--- config.mk ---
export PLATFORM = sky130hd
export DESIGN_NAME = ex_stage
export DESIGN_NICKNAME = d
export VERILOG_FILES = /design/src/rtl/cpu_pkg.sv /design/src/rtl/ex_mul_iter.sv /design/src/rtl/ex_stage.sv
export SDC_FILE = /design/constraint.sdc
export NUM_CORES = 1
export LEC_CHECK = 0
export BUFFER_PORTS_ARGS = -buffer_cell sky130_fd_sc_hd__clkbuf_2
export CORE_MARGIN = 2
export CORE_UTILIZATION = 35
export DETAILED_ROUTE_END_ITERATION = 16
export HOLD_SLACK_MARGIN = 0.06
export PLACE_DENSITY = 0.59
export SYNTH_ARGS = -nofsm -noshare
export SYNTH_HDL_FRONTEND = slang
export SYNTH_HIERARCHICAL = 1
export SYNTH_SLANG_ARGS = --single-unit
--- constraint.sdc ---
create_clock -name clk -period 1.6 [get_ports clk]
set_input_delay 0.08 -clock clk [delete_from_list [all_inputs] [get_ports clk]]
set_output_delay 0.08 -clock clk [all_outputs]
set_load 0.005 [all_outputs]
--- src/rtl/cpu_pkg.sv ---
// rtl/cpu_pkg.sv - shared widths, opcodes and EX-stage FSM encoding for the 8-bit pipeline
package cpu_pkg;
  localparam int DEF_DATA_W = 8;
  localparam int DEF_REG_AW = 3;
  localparam int DEF_OP_W   = 3;

  localparam logic [2:0] OP_NOP = 3'b000;
  localparam logic [2:0] OP_ADD = 3'b001;
  localparam logic [2:0] OP_SUB = 3'b010;
  localparam logic [2:0] OP_AND = 3'b011;
  localparam logic [2:0] OP_OR  = 3'b100;
  localparam logic [2:0] OP_XOR = 3'b101;
  localparam logic [2:0] OP_SHL = 3'b110;
  localparam logic [2:0] OP_MUL = 3'b111;

  typedef enum logic [1:0] {
    ST_IDLE    = 2'd0,
    ST_MUL_RUN = 2'd1,
    ST_MUL_WB  = 2'd2
  } ex_state_t;
endpackage

--- src/rtl/ex_mul_iter.sv ---
// rtl/ex_mul_iter.sv - iterative shift-add multiplier, one partial product per clock (EX_MUL_EN only)
module ex_mul_iter import cpu_pkg::*; #(
  parameter int DATA_W = DEF_DATA_W
) (
  input  logic                  clk,
  input  logic                  rst,
  input  logic                  start,
  input  logic [DATA_W-1:0]     a,
  input  logic [DATA_W-1:0]     b,
  output logic                  last,
  output logic [2*DATA_W-1:0]   product
);
  localparam int CNT_W = $clog2(DATA_W);
  localparam logic [CNT_W-1:0] CNT_LAST = CNT_W'(DATA_W - 1);

  logic [2*DATA_W-1:0] mcand;
  logic [DATA_W-1:0]   mplier;
  logic [CNT_W-1:0]    cnt;
  logic                running;

  // product is final on the edge where last is high and then holds until the next start
  assign last = running && (cnt == CNT_LAST);

  always_ff @(posedge clk or posedge rst) begin
    if (rst) begin
      product <= '0;
      mcand   <= '0;
      mplier  <= '0;
      cnt     <= '0;
      running <= 1'b0;
    end else if (start) begin
      product <= '0;
      mcand   <= {{DATA_W{1'b0}}, a};
      mplier  <= b;
      cnt     <= '0;
      running <= 1'b1;
    end else if (running) begin
      if (mplier[0]) product <= product + mcand;
      mcand  <= mcand << 1;
      mplier <= mplier >> 1;
      cnt    <= cnt + 1'b1;
      if (last) running <= 1'b0;
    end
  end
endmodule

--- src/rtl/ex_stage.sv ---
// rtl/ex_stage.sv - EX stage: combinational ALU feeding a registered EX/WB bundle with valid/ready
// EX_MUL_EN adds the iterative multiplier and its IDLE/MUL_RUN/MUL_WB FSM; otherwise opcode 111 is a NOP.
module ex_stage import cpu_pkg::*; #(
  parameter int DATA_W = DEF_DATA_W,
  parameter int REG_AW = DEF_REG_AW,
  parameter int OP_W   = DEF_OP_W
) (
  input  logic              clk,
  input  logic              rst,
  input  logic              in_valid,
  output logic              in_ready,
  input  logic [OP_W-1:0]   opcode_in,
  input  logic [DATA_W-1:0] rs1_data_in,
  input  logic [DATA_W-1:0] rs2_data_in,
  input  logic [REG_AW-1:0] rd_in,
  output logic              out_valid,
  input  logic              out_ready,
  output logic [DATA_W-1:0] result_out,
  output logic [REG_AW-1:0] rd_out,
  output logic              wb_en_out,
  output logic              carry_out,
  output logic              zero_out,
  output logic              busy
);
  localparam int SH_W = $clog2(DATA_W);

  logic              out_free, idle, accept, load_alu, load_mul, mul_start;
  logic [DATA_W-1:0] alu_res, mul_res;
  logic              alu_carry, alu_wb, mul_carry;
  logic [DATA_W:0]   sum;
  logic [REG_AW-1:0] mul_rd;

  assign out_free = !out_valid || out_ready;
  assign in_ready = !rst && idle && out_free;
  assign accept   = in_valid && in_ready;
  assign load_alu = accept && !mul_start;

  always_comb begin
    alu_res   = '0;
    alu_carry = 1'b0;
    alu_wb    = 1'b1;
    sum       = {1'b0, rs1_data_in} + {1'b0, rs2_data_in};
    case (opcode_in)
      OP_ADD: begin alu_res = sum[DATA_W-1:0]; alu_carry = sum[DATA_W]; end
      OP_SUB: begin alu_res = rs1_data_in - rs2_data_in; alu_carry = (rs1_data_in < rs2_data_in); end
      OP_AND: alu_res = rs1_data_in & rs2_data_in;
      OP_OR:  alu_res = rs1_data_in | rs2_data_in;
      OP_XOR: alu_res = rs1_data_in ^ rs2_data_in;
      OP_SHL: alu_res = rs1_data_in << rs2_data_in[SH_W-1:0];
      default: alu_wb = 1'b0; // NOP slot; MUL lands here only when it goes through the FSM or is not built
    endcase
  end

`ifdef EX_MUL_EN
  ex_state_t           state;
  logic                mul_last;
  logic [2*DATA_W-1:0] product;

  assign idle      = (state == ST_IDLE);
  assign busy      = !idle;
  assign mul_start = accept && (opcode_in == OP_MUL);
  assign load_mul  = (state == ST_MUL_WB) && out_free;
  assign mul_res   = product[DATA_W-1:0];
  assign mul_carry = |product[2*DATA_W-1:DATA_W];

  ex_mul_iter #(.DATA_W(DATA_W)) u_mul (
    .clk     (clk),
    .rst     (rst),
    .start   (mul_start),
    .a       (rs1_data_in),
    .b       (rs2_data_in),
    .last    (mul_last),
    .product (product)
  );
`else
  assign idle      = 1'b1;
  assign busy      = 1'b0;
  assign mul_start = 1'b0;
  assign load_mul  = 1'b0;
  assign mul_res   = '0;
  assign mul_carry = 1'b0;
  assign mul_rd    = '0;
`endif

  always_ff @(posedge clk or posedge rst) begin
    if (rst) begin
      out_valid  <= 1'b0;
      result_out <= '0;
      rd_out     <= '0;
      wb_en_out  <= 1'b0;
      carry_out  <= 1'b0;
      zero_out   <= 1'b0;
`ifdef EX_MUL_EN
      state      <= ST_IDLE;
      mul_rd     <= '0;
`endif
    end else begin
      if (load_alu) begin
        out_valid  <= 1'b1;
        result_out <= alu_res;
        rd_out     <= rd_in;
        wb_en_out  <= alu_wb;
        carry_out  <= alu_carry;
        zero_out   <= alu_wb && (alu_res == '0);
      end else if (load_mul) begin
        out_valid  <= 1'b1;
        result_out <= mul_res;
        rd_out     <= mul_rd;
        wb_en_out  <= 1'b1;
        carry_out  <= mul_carry;
        zero_out   <= (mul_res == '0);
      end else if (out_ready) begin
        out_valid  <= 1'b0;
      end
`ifdef EX_MUL_EN
      case (state)
        ST_IDLE:    if (mul_start) begin state <= ST_MUL_RUN; mul_rd <= rd_in; end
        ST_MUL_RUN: if (mul_last) state <= ST_MUL_WB;
        ST_MUL_WB:  if (load_mul) state <= ST_IDLE;
        default:    state <= ST_IDLE;
      endcase
`endif
    end
  end
endmodule

==> reports/metrics.cfg, run 1 <==
[status]
status=complete, but fails checks
violations=setup timing

[route]
remaining_drc_errors=0
totalWireLength_mm=7.09
first_pass_iters=5
viasPerCell=5.29
num_vias=2515
drtIter0Drc=139
wire_per_inst_um=14.9
drt.antenna.violating_nets=0

[global_routing]
top_usage_layer=met2
met3_usage_pct=2.42
grt_pass1_vias=2536
grt_first_pass_wirelength_mm=11.6
overflow=0
antenna_found_initial=0
gr-usage-all-layers_pct=22.0
grt_max_degree=20
grt_util_met2_pct=37.4
use_met1_pct=28.6

[timing]
slew_violations=0
rsz0062_at_grt=yes
fin_ws_ps=-327
period_share_pct=120
hold_viol=0
setup_violations=5
max_freq_mhz=519
min_period_ps=1930
hold_slack_ps=66.0
fin_worst_skew_ps=2.61

[die]
fp.dieH_um=81.8
start_util_pct=36.0
die_area_um2=6700
core_um2=5890
io_pins=43
row_count=28
die_width_um=81.8

[placement]
gp_congestion=0.983
post-place-ws_ps=-772
io_buffers=41
place_hpwl_mm=5.54

[power_and_ir_drop]
power_frac_seq_pct=25.2
p_comb_share_pct=59.3
p_sw_mw=0.682
p_leak_nw=1.69
p_sw_share_pct=36.1
power.share.clock_pct=15.4
p_int_mw=1.21
vdd_drop_max_mv=0.487
p_per_area_nw_per_um2=531

[yosys]
synth_ff_type=dfrtp_1
synthDistinctLibCells=58
async_flop_share_pct=100
syn-cell-area_um2=2120
synth_fp_nets=320
syn-instance-count=267
syn_avg_cell_area_um2=7.94
synth_edf_count=0
ys_ff_latch=15
seq_area_frac_synth_pct=17.7
yosys_warnings=6

[setup_path]
worstPathArrival_ps=2090
cp-startpoint=rs2_data_in[1]
required_ps=1760
critPathMaxFanout=4
startpoint_type=input port
end_kind=flop
rr_startpoint=out_valid$_DFFE_PP0P_
criticalPathCategory=in -> reg

[layout]
drive_above_1_share_pct=53.5
syn_to_final_growth_pct=67.7
n_fill_cell=514
antenna_cells=0
multi_input_area_um2=1840
final_common_cell=buf_4
seqCellArea_um2=375
final_core_util_pct=60.4
fin_nets=454
final_cell_mix=96 x buf_4, 37 x clkbuf_2, 22 x inv_1

[clocking]
clock_latency_ps=240
cts_tree=done
cts_num_sinks=15
ctsLongestPathBuffers=2
h-tree-depth=1
clockRootBuffer=clkbuf_8
numCtsBuffers=3
clkSlewWorstSetupHoldPaths_ps=60

[min_path]
hold_start=rd_in[2]
holdCritPathClass=in -> reg

[flow_run]
drv_cap=0

[synth_stat cells (3+ instances only)]
| cell | n | area, µm² |
|---|---|---|
| mux2i_1 | 7 | 70.1 |
| o211ai_1 | 5 | 37.5 |
| o21ai_0 | 16 | 80.1 |
| nor3_2 | 3 | 30.0 |
| inv_1 | 27 | 101 |
| dfrtp_1 | 15 | 375 |
| a21oi_1 | 19 | 95.1 |
| nor3_1 | 9 | 45.0 |
| nand3_1 | 3 | 15.0 |
| ha_1 | 25 | 313 |
| nor2_1 | 22 | 82.6 |
| buf_2 | 8 | 40.0 |
| or3_1 | 5 | 31.3 |
| or4_1 | 3 | 22.5 |
| mux2_2 | 5 | 56.3 |
| nand2_1 | 22 | 82.6 |
| o21bai_1 | 3 | 22.5 |
| xnor2_1 | 4 | 35.0 |
| clkbuf_1 | 5 | 18.8 |
| a22o_1 | 5 | 43.8 |
| a211oi_1 | 4 | 30.0 |
| nor2b_1 | 3 | 18.8 |
[worst max-delay path: stages]
cell and delay [ps]:
buf_6 90, buf_6 110, buf_8 120, buf_4 130, buf_4 140, mux2i_2 190, a211oi_1 130, nor3_2 200
o211ai_1 150, or4_4 570, o31ai_4 170
[area by class of cell]
type / count / share of cell area, %
clock buffers: 3 / 1.16
inverters: 28 / 3.38
clock inverters: 1 / 0.141
multi-input cells: 207 / 51.8
well taps: 75 / 2.64
repair buffers: 146 / 30.4
flip-flops and latches: 15 / 10.6
[final timing paths]
| kind | slack [ps] | to | cells past startpoint |
|---|---|---|---|
| min reg2reg | 470 | wb_en_out$_DFFE_PP0P_ | 2 |
| max reg2reg | -100 | zero_out$_DFFE_PP0P_ | 7 |
| max in group asynchronous | 1040 | result_out[2]$_DFFE_PP0P_ | 4 |
| min in group asynchronous | 390 | zero_out$_DFFE_PP0P_ | 4 |
| min | 70 | rd_out[2]$_DFFE_PP0P_ | 2 |
| max | -330 | zero_out$_DFFE_PP0P_ | 11 |
[through the flow]
stage | TNS (ps) | std cells | total power, mW | area [µm²]
finish | -1160 | 475 | 1.89 | 3560
global route | -1660 | 475 | 2.03 | 3560
CTS | -988 | 473 | 1.80 | 3380
detailed placement | -4110 | 461 | 1.42 | 3100
global placement | -3870 | 461 | 1.41 | 3100
floorplan | -743 | 267 | 0.967 | 2190
[sequential cells by signal, summed over array words and instances (netlist names)]
| name | cells |
|---|---|
| out_valid | 1 |
| result_out | 8 |
| zero_out | 1 |
| carry_out | 1 |
| rd_out | 3 |
| wb_en_out | 1 |
[power groups by stage]
stage / Sequential [mW] / Combinational [mW] / Clock, mW
finish: 0.477 / 1.12 / 0.292
global route: 0.486 / 1.23 / 0.316
CTS: 0.478 / 1.03 / 0.300
detailed placement: 0.484 / 0.938 / 0
global placement: 0.481 / 0.930 / 0
floorplan: 0.487 / 0.480 / 0
[logic make-up (layout without fill, tap and decap cells)]
kind of cell    count (synthesis)  after routing  synth area share, %
flops                          15             15                 17.7
other cells                     1              1                0.177
buf+inv                        45            178                 9.14
mux                            13             13                 7.02
simple gates                   80             80                 19.4
xor+xnor                        4              4                 1.65
fa+ha+maj                      27             27                 16.6
compound gates                 82             82                 28.3
[repair_timing]
action	in CTS	in global routing
hold endpoints to repair	16	0
hold buffers	2	0
endpoints found under the setup margin	8	10
pin swaps	10	16
buffers inserted	6	2
resized for setup	33	37
[layer usage]
layer	up-vias	wire length, µm
met5	-	0
met4	0	202
met3	23	454
met2	105	3370
met1	1162	3060
li1	1225	-
Power figures use the tool's default switching activity.
==> run 2: changes to the inputs <==
--- a/config.mk
+++ b/config.mk
@@ -7,10 +7,10 @@
 export LEC_CHECK = 0
 export BUFFER_PORTS_ARGS = -buffer_cell sky130_fd_sc_hd__clkbuf_2
 export CORE_MARGIN = 2
-export CORE_UTILIZATION = 35
+export CORE_UTILIZATION = 26
 export DETAILED_ROUTE_END_ITERATION = 16
 export HOLD_SLACK_MARGIN = 0.06
-export PLACE_DENSITY = 0.59
+export PLACE_DENSITY = 0.47
 export SYNTH_ARGS = -nofsm -noshare
 export SYNTH_HDL_FRONTEND = slang
 export SYNTH_HIERARCHICAL = 1
==> reports/metrics.cfg, run 2 (synthesis results as in run 1) <==
[clocking]
clockRootBuffer=clkbuf_8
h-tree-depth=1
ctsLongestPathBuffers=2
clock_latency_ps=240
clkSlewWorstSetupHoldPaths_ps=60
cts_num_sinks=15
numCtsBuffers=3
cts_tree=done

[timing]
slew_violations=0
fin_worst_skew_ps=5.83
period_share_pct=122
max_freq_mhz=510
rsz0062_at_grt=yes
hold_viol=0
setup_violations=5
tns_ps=-990
min_period_ps=1960
hold_slack_ps=69.9
fin_ws_ps=-360

[placement]
post-place-ws_ps=-753
dpl-instance-area_um2=3220
place_hpwl_mm=5.98
place_inst=499
io_buffers=41
gp_congestion=0.828

[route]
wire_per_inst_um=14.2
met1_length_mm=3.33
drt.antenna.violating_nets=0
remaining_drc_errors=0
drtIter0Drc=130
num_vias=2450
wl_met3_um=339
routed-wl-met2_mm=3.47
viasPerCell=4.81
totalWireLength_mm=7.25
highest_layer=met4
first_pass_iters=4

[setup_path]
rr_startpoint=out_valid$_DFFE_PP0P_
rrSetupSlack_ps=-190
end_kind=flop
crit_slowest_cell=fa_2
startpoint_type=input port
critPathMaxFanout=3
worstPathArrival_ps=2120
cp-startpoint=rs1_data_in[0]
endpoint=zero_out$_DFFE_PP0P_
r2r-end=zero_out$_DFFE_PP0P_
worstPathCellList=clkbuf_16 > inv_12 > ha_4 > fa_2 > inv_2 > a2bb2oi_2 > o32ai_2 > a21oi_2 > nand3_1 > or4_4 > o31ai_2
criticalPathCategory=in -> reg
ff2ff_path_depth=7
worst_path_largest_cell_delay_ps=530
required_ps=1760

[min_path]
holdCritPathClass=in -> reg

[layout]
seqCellArea_um2=375
final_cells=509
final_cell_mix=104 x buf_4, 35 x clkbuf_2, 21 x nor2_1
largest_reg_flops=8
final_common_cell=buf_4
multi_input_area_um2=1890
n_fill_cell=772
syn_to_final_growth_pct=74.4
fin_nets=461
final_core_util_pct=47.4
regMostFlops=result_out
drive_above_1_share_pct=55.8
antenna_cells=0
reg_top3=result_out x8, rd_out x3
final_area_um2=3700

[status]
status=complete, but fails checks
violations=setup timing

[global_routing]
grt_pass1_vias=2393
antenna_found_initial=0
overflow=0
grt_max_degree=20
grt_first_pass_wirelength_mm=11.4
gr-usage-all-layers_pct=16.0

[die]
io_pins=43
die_width_um=94.3
core_um2=7810
start_util_pct=27.2
row_count=32
die_area_um2=8900
fp.dieH_um=94.3

[power_and_ir_drop]
p_leak_nw=1.73
total_power_mw=1.92
p_per_area_nw_per_um2=518
vdd_drop_max_mv=0.228

[flow_run]
drv_cap=0

[run 2: critical path: cells and delay by family]
kind	cells	cell delay (ps)
buffers and inverters	3	190
AO/OA/AOI/OAI	4	620
adder cells (fa/ha/maj)	2	680
AND/OR/NAND/NOR	2	550
[run 2: cell type report]
| class | count | share of cell area (%) |
|---|---|---|
| sequential | 15 | 10.1 |
| timing repair buffer | 153 | 30.7 |
| clock inverter | 1 | 0.135 |
| clock buffer | 3 | 1.12 |
| multi-input combinational | 207 | 51.1 |
| inverter | 28 | 3.38 |
| tap | 102 | 3.45 |
[run 2: worst min path at each step]
stage              from                     to  slack [ps]  cells after the start
2_1_floorplan       rst  carry_out$_DFFE_PP0P_         -10                      1
3_3_place_gp        rst  rd_out[2]$_DFFE_PP0P_         130                      3
3_5_place_dp        rst  rd_out[2]$_DFFE_PP0P_         140                      3
4_1_cts        rd_in[2]  rd_out[2]$_DFFE_PP0P_          70                      2
5_1_grt        rd_in[1]  rd_out[1]$_DFFE_PP0P_          70                      2
6_report       rd_in[2]  rd_out[2]$_DFFE_PP0P_          70                      2
[run 2: power breakdown]
part	leakage, nW	switching, mW	internal (mW)	total [mW]
combinational	1.52	0.532	0.616	1.15
clock	0.0255	0.121	0.172	0.293
sequential	0.190	0.0324	0.444	0.476
total	1.73	0.686	1.23	1.92
[run 2: repair_timing]
action,in CTS,in global routing
hold buffers,2,0
setup buffers,4,2
gates resized for setup,48,38
hold endpoints to repair,16,0
endpoints found under the setup margin,10,9
pin swaps,26,23
[run 2: per-layer routing]
metal	vias to the layer above	GRT usage, %
met4	0	4.11
met2	71	28.5
met1	1134	20.9
met3	10	1.36
li1	1235	-
met5	-	0
